<file path="src/rtl/mmio_arb_pkg.sv">
// Shared definitions for the two-master MMIO arbiter: FSM encodings, op type
// and the default read data returned when the slave never answers.
package mmio_arb_pkg;

  typedef logic [1:0] state_t;

  localparam state_t ST_IDLE = 2'd0;
  localparam state_t ST_BUSY = 2'd1;
  localparam state_t ST_RESP = 2'd2;

  typedef enum logic {
    OP_READ  = 1'b0,
    OP_WRITE = 1'b1
  } op_t;

  localparam logic [31:0] MMIO_ERR_DATA = 32'hDEAD_BEEF;

  // A master raising read and write together is serviced as a write.
  function automatic op_t req_op(input logic write);
    return write ? OP_WRITE : OP_READ;
  endfunction

endpackage

</file>
<file path="src/rtl/mmio_arb_rr.sv">
// Combinational two-way round-robin picker; `last` names the master that
// owned the previous transaction and loses a tie.
module mmio_arb_rr (
  input  logic [1:0] req,
  input  logic       last,
  output logic [1:0] gnt,
  output logic       valid
);

  always_comb begin
    gnt = 2'b00;
    case (req)
      2'b01:   gnt = 2'b01;
      2'b10:   gnt = 2'b10;
      2'b11:   gnt = last ? 2'b01 : 2'b10;
      default: gnt = 2'b00;
    endcase
  end

  assign valid = |req;

endmodule

</file>
<file path="src/rtl/mmio_arbiter.sv">
// Shares one MMIO slave port between two masters, one registered transaction
// at a time, with a watchdog that error-completes unanswered accesses.
//
// state   | meaning
// IDLE    | arbitrate; latch the winner's address, data and op
// BUSY    | slave request held; watchdog counting
// RESP    | one-cycle ack (with data/err) to the granted master
module mmio_arbiter
  import mmio_arb_pkg::*;
#(
  parameter int          TIMEOUT  = 64,
  parameter logic [31:0] ERR_DATA = MMIO_ERR_DATA
) (
  input  logic        clk,
  input  logic        rst,
  input  logic        m0_read,
  input  logic        m0_write,
  input  logic [31:0] m0_address,
  input  logic [31:0] m0_data,
  output logic [31:0] m0_dataOut,
  output logic        m0_ack,
  output logic        m0_err,
  input  logic        m1_read,
  input  logic        m1_write,
  input  logic [31:0] m1_address,
  input  logic [31:0] m1_data,
  output logic [31:0] m1_dataOut,
  output logic        m1_ack,
  output logic        m1_err,
  output logic        s_read,
  output logic        s_write,
  output logic [31:0] s_address,
  output logic [31:0] s_data,
  input  logic [31:0] s_dataOut,
  input  logic        s_ack,
  output logic [1:0]  grant
);

  localparam int             WD_W    = $clog2(TIMEOUT);
  localparam logic [WD_W-1:0] WD_LAST = WD_W'(TIMEOUT - 1);

  state_t          state;
  logic            last;
  logic [WD_W-1:0] wdog;

  logic [1:0]  pick_gnt;
  logic        pick_valid;
  op_t         pick_op;
  logic [31:0] rsp_data;

  mmio_arb_rr u_rr (
    .req   ({m1_read | m1_write, m0_read | m0_write}),
    .last  (last),
    .gnt   (pick_gnt),
    .valid (pick_valid)
  );

  assign pick_op  = req_op(pick_gnt[1] ? m1_write : m0_write);
  assign rsp_data = s_ack ? s_dataOut : ERR_DATA;

  always_ff @(posedge clk or negedge rst) begin
    if (!rst) begin
      state      <= ST_IDLE;
      last       <= 1'b1;
      wdog       <= '0;
      grant      <= 2'b00;
      s_read     <= 1'b0;
      s_write    <= 1'b0;
      s_address  <= '0;
      s_data     <= '0;
      m0_ack     <= 1'b0;
      m0_err     <= 1'b0;
      m0_dataOut <= '0;
      m1_ack     <= 1'b0;
      m1_err     <= 1'b0;
      m1_dataOut <= '0;
    end else begin
      m0_ack <= 1'b0;
      m1_ack <= 1'b0;
      case (state)
        ST_IDLE: begin
          if (pick_valid) begin
            grant     <= pick_gnt;
            s_address <= pick_gnt[1] ? m1_address : m0_address;
            s_data    <= pick_gnt[1] ? m1_data : m0_data;
            s_write   <= (pick_op == OP_WRITE);
            s_read    <= (pick_op == OP_READ);
            wdog      <= '0;
            state     <= ST_BUSY;
          end
        end
        ST_BUSY: begin
          // s_ack beats the watchdog when both land on the same cycle.
          if (s_ack || (wdog == WD_LAST)) begin
            s_read  <= 1'b0;
            s_write <= 1'b0;
            if (grant[1]) begin
              m1_ack     <= 1'b1;
              m1_err     <= ~s_ack;
              m1_dataOut <= rsp_data;
            end else begin
              m0_ack     <= 1'b1;
              m0_err     <= ~s_ack;
              m0_dataOut <= rsp_data;
            end
            state <= ST_RESP;
          end else begin
            wdog <= wdog + WD_W'(1);
          end
        end
        ST_RESP: begin
          last  <= grant[1];
          grant <= 2'b00;
          state <= ST_IDLE;
        end
        default: state <= ST_IDLE;
      endcase
    end
  end

endmodule

</file>
<file path="config.mk">
export PLATFORM = sky130hd
export DESIGN_NAME = mmio_arbiter
export DESIGN_NICKNAME = d
export VERILOG_FILES = /design/src/rtl/mmio_arb_pkg.sv /design/src/rtl/mmio_arb_rr.sv /design/src/rtl/mmio_arbiter.sv
export SDC_FILE = /design/constraint.sdc
export NUM_CORES = 1
export LEC_CHECK = 0
export BUFFER_PORTS_ARGS = -buffer_cell sky130_fd_sc_hd__buf_4
export CORE_ASPECT_RATIO = 0.9
export CORE_MARGIN = 2
export CORE_UTILIZATION = 46
export DETAILED_ROUTE_END_ITERATION = 8
export PLACE_DENSITY = 0.81
export RECOVER_POWER = 50
export SLEW_MARGIN = 25
export SYNTH_ARGS = -nofsm -noshare
export SYNTH_HDL_FRONTEND = slang
export SYNTH_SLANG_ARGS = --single-unit
export TNS_END_PERCENT = 5
</file>
<file path="constraint.sdc">
create_clock -name clk -period 2.3 [get_ports clk]
set_input_delay 0.115 -clock clk [delete_from_list [all_inputs] [get_ports clk]]
set_output_delay 0.115 -clock clk [all_outputs]
set_load 0.01 [all_outputs]
</file>
# Word level (Yosys, flattened, before mapping)

Index checks and enable logic that the tools add are counted.

Bitwise operators: 5
Muxes and demuxes: 26
$add $sub $neg: 1
Reductions and logical operators: 12
Eq/ne operators: 9

Operator list:

| operator                                                              | number |
|---|---|
| 32-bit 2-to-1 mux                                                     | 3 |
| 6-bit 2-to-1 mux                                                      | 2 |
| 6-bit case mux with 2 select lines                                    | 1 |
| 3-bit AND reduction                                                   | 4 |
| 1-bit 2-to-1 mux                                                      | 11 |
| 2-bit 2-to-1 mux                                                      | 4 |
| 2-bit case mux with 2 select lines                                    | 2 |
| 6-bit by 1-bit adder with 6-bit output, second input constant         | 1 |
| 2-bit equality test, second input constant                            | 3 |
| 6-bit equality test, second input constant                            | 1 |
| 2-bit != test, second input constant                                  | 3 |
| 2-bit case mux with 3 select lines                                    | 1 |
| 2-bit AND reduction                                                   | 3 |
| 2-bit by 1-bit equality test with 1-bit output, second input constant | 2 |
| 1-bit case mux with 2 select lines                                    | 2 |
| 2-bit nonzero test                                                    | 2 |
| 1-bit inverter                                                        | 3 |
| 2-bit logical NOT                                                     | 1 |
| 1-bit OR                                                              | 2 |
| 2-bit OR reduction                                                    | 1 |
| 1-bit logical OR                                                      | 1 |

Register bits after elaboration: 145
Output and inout port bits: 136
Bits of input ports: 167
Word-level logic and storage cells: 67

# Longest topological paths before layout

Depth in word-level cells: 8
Mapped depth: 7
Mapped depth without buffers: 5

# By module

From an unflattened synthesis, not the netlist that was laid out.

Cell total of the unflattened synthesis: 658
Area total of the unflattened synthesis: 6,998.0 um^2

By module, submodules not included:

| module       | area each (um^2) | cells each | sequential area each (um^2) | instances |
|---|---|---|---|---|
| mmio_arbiter | 6,972.9          | 654        | 3,629.7                     | 1 |
| mmio_arb_rr  | 25.0             | 4          | 0.0                         | 1 |

# Worst setup path after synthesis

Ideal clock, no wire load.

Path type: flip-flop to flip-flop
Start: register wdog[0]
End: register m1_dataOut[11]
Stages on the path, launching flop included: 8
Library setup time: 121 ps
Arrival: 1,507 ps
Slack: 672 ps
Buffers on the path: 2
Data required time: 2,179 ps
Clock period less this slack: 1,628 ps
Cell sequence: dfrtp_1 ha_1 clkbuf_1 a21o_4 nand2_4 inv_2 buf_6 o22a_1

Word-level cells in the longest chain between the ends: 3

Ends and longest elaborated chain:

| what                                 | RTL line            | RTL |
|---|---|---|
| start: declaration                   | mmio_arbiter.sv:44  | `logic [WD_W-1:0] wdog;` |
| start signal: assignment             | mmio_arbiter.sv:108 | `wdog <= wdog + WD_W'(1);` |
| 6-bit equality test                  | mmio_arbiter.sv:94  | `if (s_ack \|\| (wdog == WD_LAST)) begin` |
| 1-bit logical OR                     | mmio_arbiter.sv:94  |  |
| 3-bit AND reduction (no source line) | n/a                 |  |
| end signal: assignment               | mmio_arbiter.sv:100 | `m1_dataOut <= rsp_data;` |
| end: declaration                     | mmio_arbiter.sv:27  | `output logic [31:0] m1_dataOut,` |

Every way passes these cells.
A chain may end at the register's enable or synchronous reset.

# Final worst setup path

Start: register state[1]
End: register s_address[11]

Word-level cells in the longest chain between the ends: 2

Ends and longest elaborated chain:

| what                                 | RTL line            | RTL |
|---|---|---|
| start: declaration                   | mmio_arbiter.sv:42  | `state_t state;` |
| start signal: assignment             | mmio_arbiter.sv:63  | `state <= ST_IDLE;` |
| start signal: assignment             | mmio_arbiter.sv:89  | `state <= ST_BUSY;` |
| start signal: assignment             | mmio_arbiter.sv:106 | `state <= ST_RESP;` |
| 2-bit logical NOT                    | mmio_arbiter.sv:80  | `case (state)` |
| 2-bit AND reduction (no source line) | n/a                 |  |
| end signal: assignment               | mmio_arbiter.sv:84  | `s_address <= pick_gnt[1] ? m1_address : m0_address;` |
| end: declaration                     | mmio_arbiter.sv:32  | `output logic [31:0] s_address,` |

Every way passes these cells.

==> metrics.md <==
| Metric | Value |
|---|---|
| Hold Path Class | primary input to flip-flop |
| Post-Syn Instances | 441 |
| Ant. Diodes | 0 |
| Largest family of logic cells by synthesized area | compound AO/OA/AOI/OAI gates |
| Hold_ws | ~0.0087 ns |
| Fin. Hold Viols | 0 |
| Clock Path Buffers | 2 |
| Num ports | just over 300 |
| Clock latency at the later pin of the worst-skew pair | approximately 0.42 ns |
| Fmax | roughly 450 MHz |
| Hpwl dp | around 13,000 um |
| R2R setup slack | around 0.057 ns |
| CP Launch Point | state[1] |
| Number of synthesized flops with an enable pin | 0 |
| Clk sink count | around 150 |
| GPL Wtd Cong | approximately 0.82 |
| Most frequent cell after synthesis | dfrtp_1 |
| Max-Cap Viols | 1 |
| Buffers added on ports | a little over 300 |
| Total Routing Usage GR | roughly 33% |
| CP Cell Sequence | a211o_2 -> buf_4 -> a22o_1 -> a21o_1 -> dlygate4sd3_1 |
| Detailed Route WL | between 20,000 and 25,000 um |
| Post-synth top flop | dfrtp_1 |
| Number of remaining DRC errors | 0 |
| Compound-Gate Fraction of Synth Area | between 20% and 30% |
| Slew Limit Fails | 62 |
| Total number of vias | 5,860 |
| DR WL/cell | 21.55 um |
| Area post-placement | ~0.0083 sq mm |
| Layout Skew | between 0.01 and 0.015 ns |
| Critical path endpoint category | flip-flop |
| Origin of the critical flop-to-flop path | state[1] |
| Fillers | 888 |
| Crit path arrival time | 2.55 ns |
| Worst Path Max Fanout | 24 |
| Fin cells | around 1,000 |
| CTS tree | done |
| ANT nets after route | 0 |
| Peak supply drop | around 0.9 mV |
| Num rows | 39 |
| Post-synth top area share | about three fifths |
| Synth Area in Simple Gates | under 10% |
| Slowest cell on the critical path | dlygate4sd3_1 |
| Final Cycle Share | 97.54% |
| Post-Syn Nets | ~610 |
| Die width | around 120 um |
| Failing checks | capacitance limit, slew limit |
| Unrepaired setup endpoints after global routing | true |
| Post-synth top cells | 144 x dfrtp_1, 80 x a22o_1, 64 x a21o_1 |
| Crit path launch type | flip-flop |
| Root Buffer | clkbuf_16 |
| Crit path time final | 2.243 ns |
| Status | complete, but fails checks |
| Setup-failing EPs final | 0 |
| Post-synthesis mux area share | roughly 1.1% |
| Final instance area | approximately 0.01 sq mm |
| Die Ht | 111.9 um |
| #FFs+latches synth | between 100 and 150 |
| Antenna violations before repair | 0 |
| CP max stage delay | 0.56 ns |
| Clock Pin Slew Worst Setup and Hold Paths | roughly 0.060 ns |
| Initial DRC Count | roughly 380 |
| Warnings from Yosys | 0 |
| CTS HTree Levels | 4 |
| Cell area after synthesis | 0.005953 sq mm |
| Critical path class | flip-flop to flip-flop |
| First-pass GRT wire length | between 30,000 and 40,000 um |
| TritonCTS buffer count | 17 |
| Tightest Pin Transition | roughly 1.5 ns |
| Syn avg cell area | approximately 13 sq um |
| Remaining Overflow, GRT | 0 |
| Relative slew slack | -2.610% |
| Yosys top cell by area | dfrtp_1 |
| Fin nets | about 1,000 |
| Post-Place Cells | a little under 900 |
| Drt via density | 5.592 |
| Worst Setup EP | s_address[11] |
| Hold path startpoint | m1_address[19] |
| Initial Utilization | a little under half |
| Synth Area in XOR/XNOR | 0% |
| Drt pass-1 iters | 5 |
| Reg2reg end | s_address[11] |
| Layout cells sized above 1 | between 20 and 30% |
| Vias in the first global route | around 6,400 |
| Pin count of the biggest net entering global routing | 64 |
| Pwr/cell area | approximately 1400 mW/mm^2 |
| Count of unique library cells instantiated by Yosys | 42 |
| Largest cells by area after synthesis | dfrtp_1 61%, a22o_1 12%, a21o_1 8.1% |
| Post-Synth Adder-Cell Area | 0.2102% |
| CP required | 2.60 ns |
| CP bufs+invs | 2 |
| Setup_tns | 0 ns |
| R2R depth | 5 |
| Worst path top cell family by delay | compound AO/OA/AOI/OAI gates |
| Core area | between 0.01 and 0.015 sq mm |
| Ys async rst share | 100.0% |
| Area added between synthesis and finish | 63.28% |
| Leakage | between 4 and 5 nW |
| Levels on crit path | 5 |
| Sequential share of the synthesized area | about three fifths |
| Die Area | ~0.014 sq mm |
==> power by group <==
part           switching [mW]  total [mW]  internal (mW)
Clock                    1.07        2.82           1.74
Sequential              0.784        4.55           3.76
Combinational            3.07        6.04           2.97
Total                    4.93        13.4           8.48
==> through the flow <==
| stage | utilization [%] | power (mW) | setup slack [ns] |
|---|---|---|---|
| 2_1_floorplan | - | 7.732 | 0.6719 |
| 3_3_place_gp | 65.70 | 10.22 | 0.6141 |
| 3_5_place_dp | 65.70 | 10.49 | 0.4888 |
| 4_1_cts | 80.64 | 14.01 | 0.1204 |
| 5_1_grt | 76.62 | 14.04 | -0.006691 |
| 6_report | 76.62 | 13.40 | 0.05661 |
==> placed cells by master, fill, tap and decap left out, drive strengths merged, types with 2 or more instances in the layout <==
cell type    count
a21o            65
a21oi            4
a22o            80
a31oi            3
and2             2
buf            181
bufinv           2
clkbuf         160
clkinvlp         4
dfrtp          144
dlygate4sd3    129
inv              4
mux2             2
mux2i            4
nand2           16
nand2b           3
nor2            10
nor2b            2
nor4             2
o21ai            2
o22a            48
==> how the worst min path moves through the flow <==
stage | slack [ns] | endpoint | depth (start not counted)
2_1_floorplan | -0.18 | grant[0] | 0
3_3_place_gp | 0.13 | m0_dataOut[6] | 1
3_5_place_dp | 0.13 | m0_dataOut[17] | 1
4_1_cts | 0.0001 | s_address[19] | 3
5_1_grt | 0.006 | s_address[31] | 3
6_report | 0.009 | s_address[19] | 3
==> routing by layer <==
layer | vias to the layer above | routed length [um] | global-route usage, %
met3 | 86 | 1316 | 7.684
met5 | - | 0 | 0
met4 | 0 | 1256 | 21.50
li1 | 2542 | - | -
met1 | 2906 | 7971 | 35.88
met2 | 326 | 12040 | 57.29
==> final cells by class <==
class | count | area, sq um | share of cell area (%)
Tap cell | 164 | 205.2 | 2.111
Clock buffer | 25 | 505.5 | 5.200
Timing Repair Buffer | 445 | 3194 | 32.86
Inverter | 4 | 15.01 | 0.1545
Sequential cell | 145 | 3630 | 37.34
Clock inverter | 7 | 98.84 | 1.017
Multi-Input combinational cell | 258 | 2072 | 21.32
==> what timing repair did <==
| item | in CTS | in global routing |
|---|---|---|
| gates resized for setup | 0 | 2 |
| setup buffers | 0 | 0 |
| hold endpoints to repair | 187 | 0 |
| hold buffers | 129 | 0 |
| setup endpoints to repair | 0 | 22 |
==> registers in the layout (all words and copies together) (netlist names), 2 cells and up <==
name and flops:
m0_dataOut 32, grant 2, wdog 6, s_data 32
m1_dataOut 32, state 2, s_address 32
==> logic make-up (layout without fill, tap and decap cells) <==
kind of cell               Yosys count  count (layout)
DFF                                145             145
AOI/OAI and AO/OA                  208             208
adders and majority gates            1               1
and+or+nand+nor                     43              43
buffers and inverters               38             481
muxes                                6               6
==> worst reg2reg max path, cell delays in order, from the launching register on <==
cell,delay [ns]
dfrtp_1,0.41
a211o_2,0.49
buf_4,0.27
a22o_1,0.22
a21o_1,0.19
dlygate4sd3_1,0.56
(Power assumes the default switching activity.)
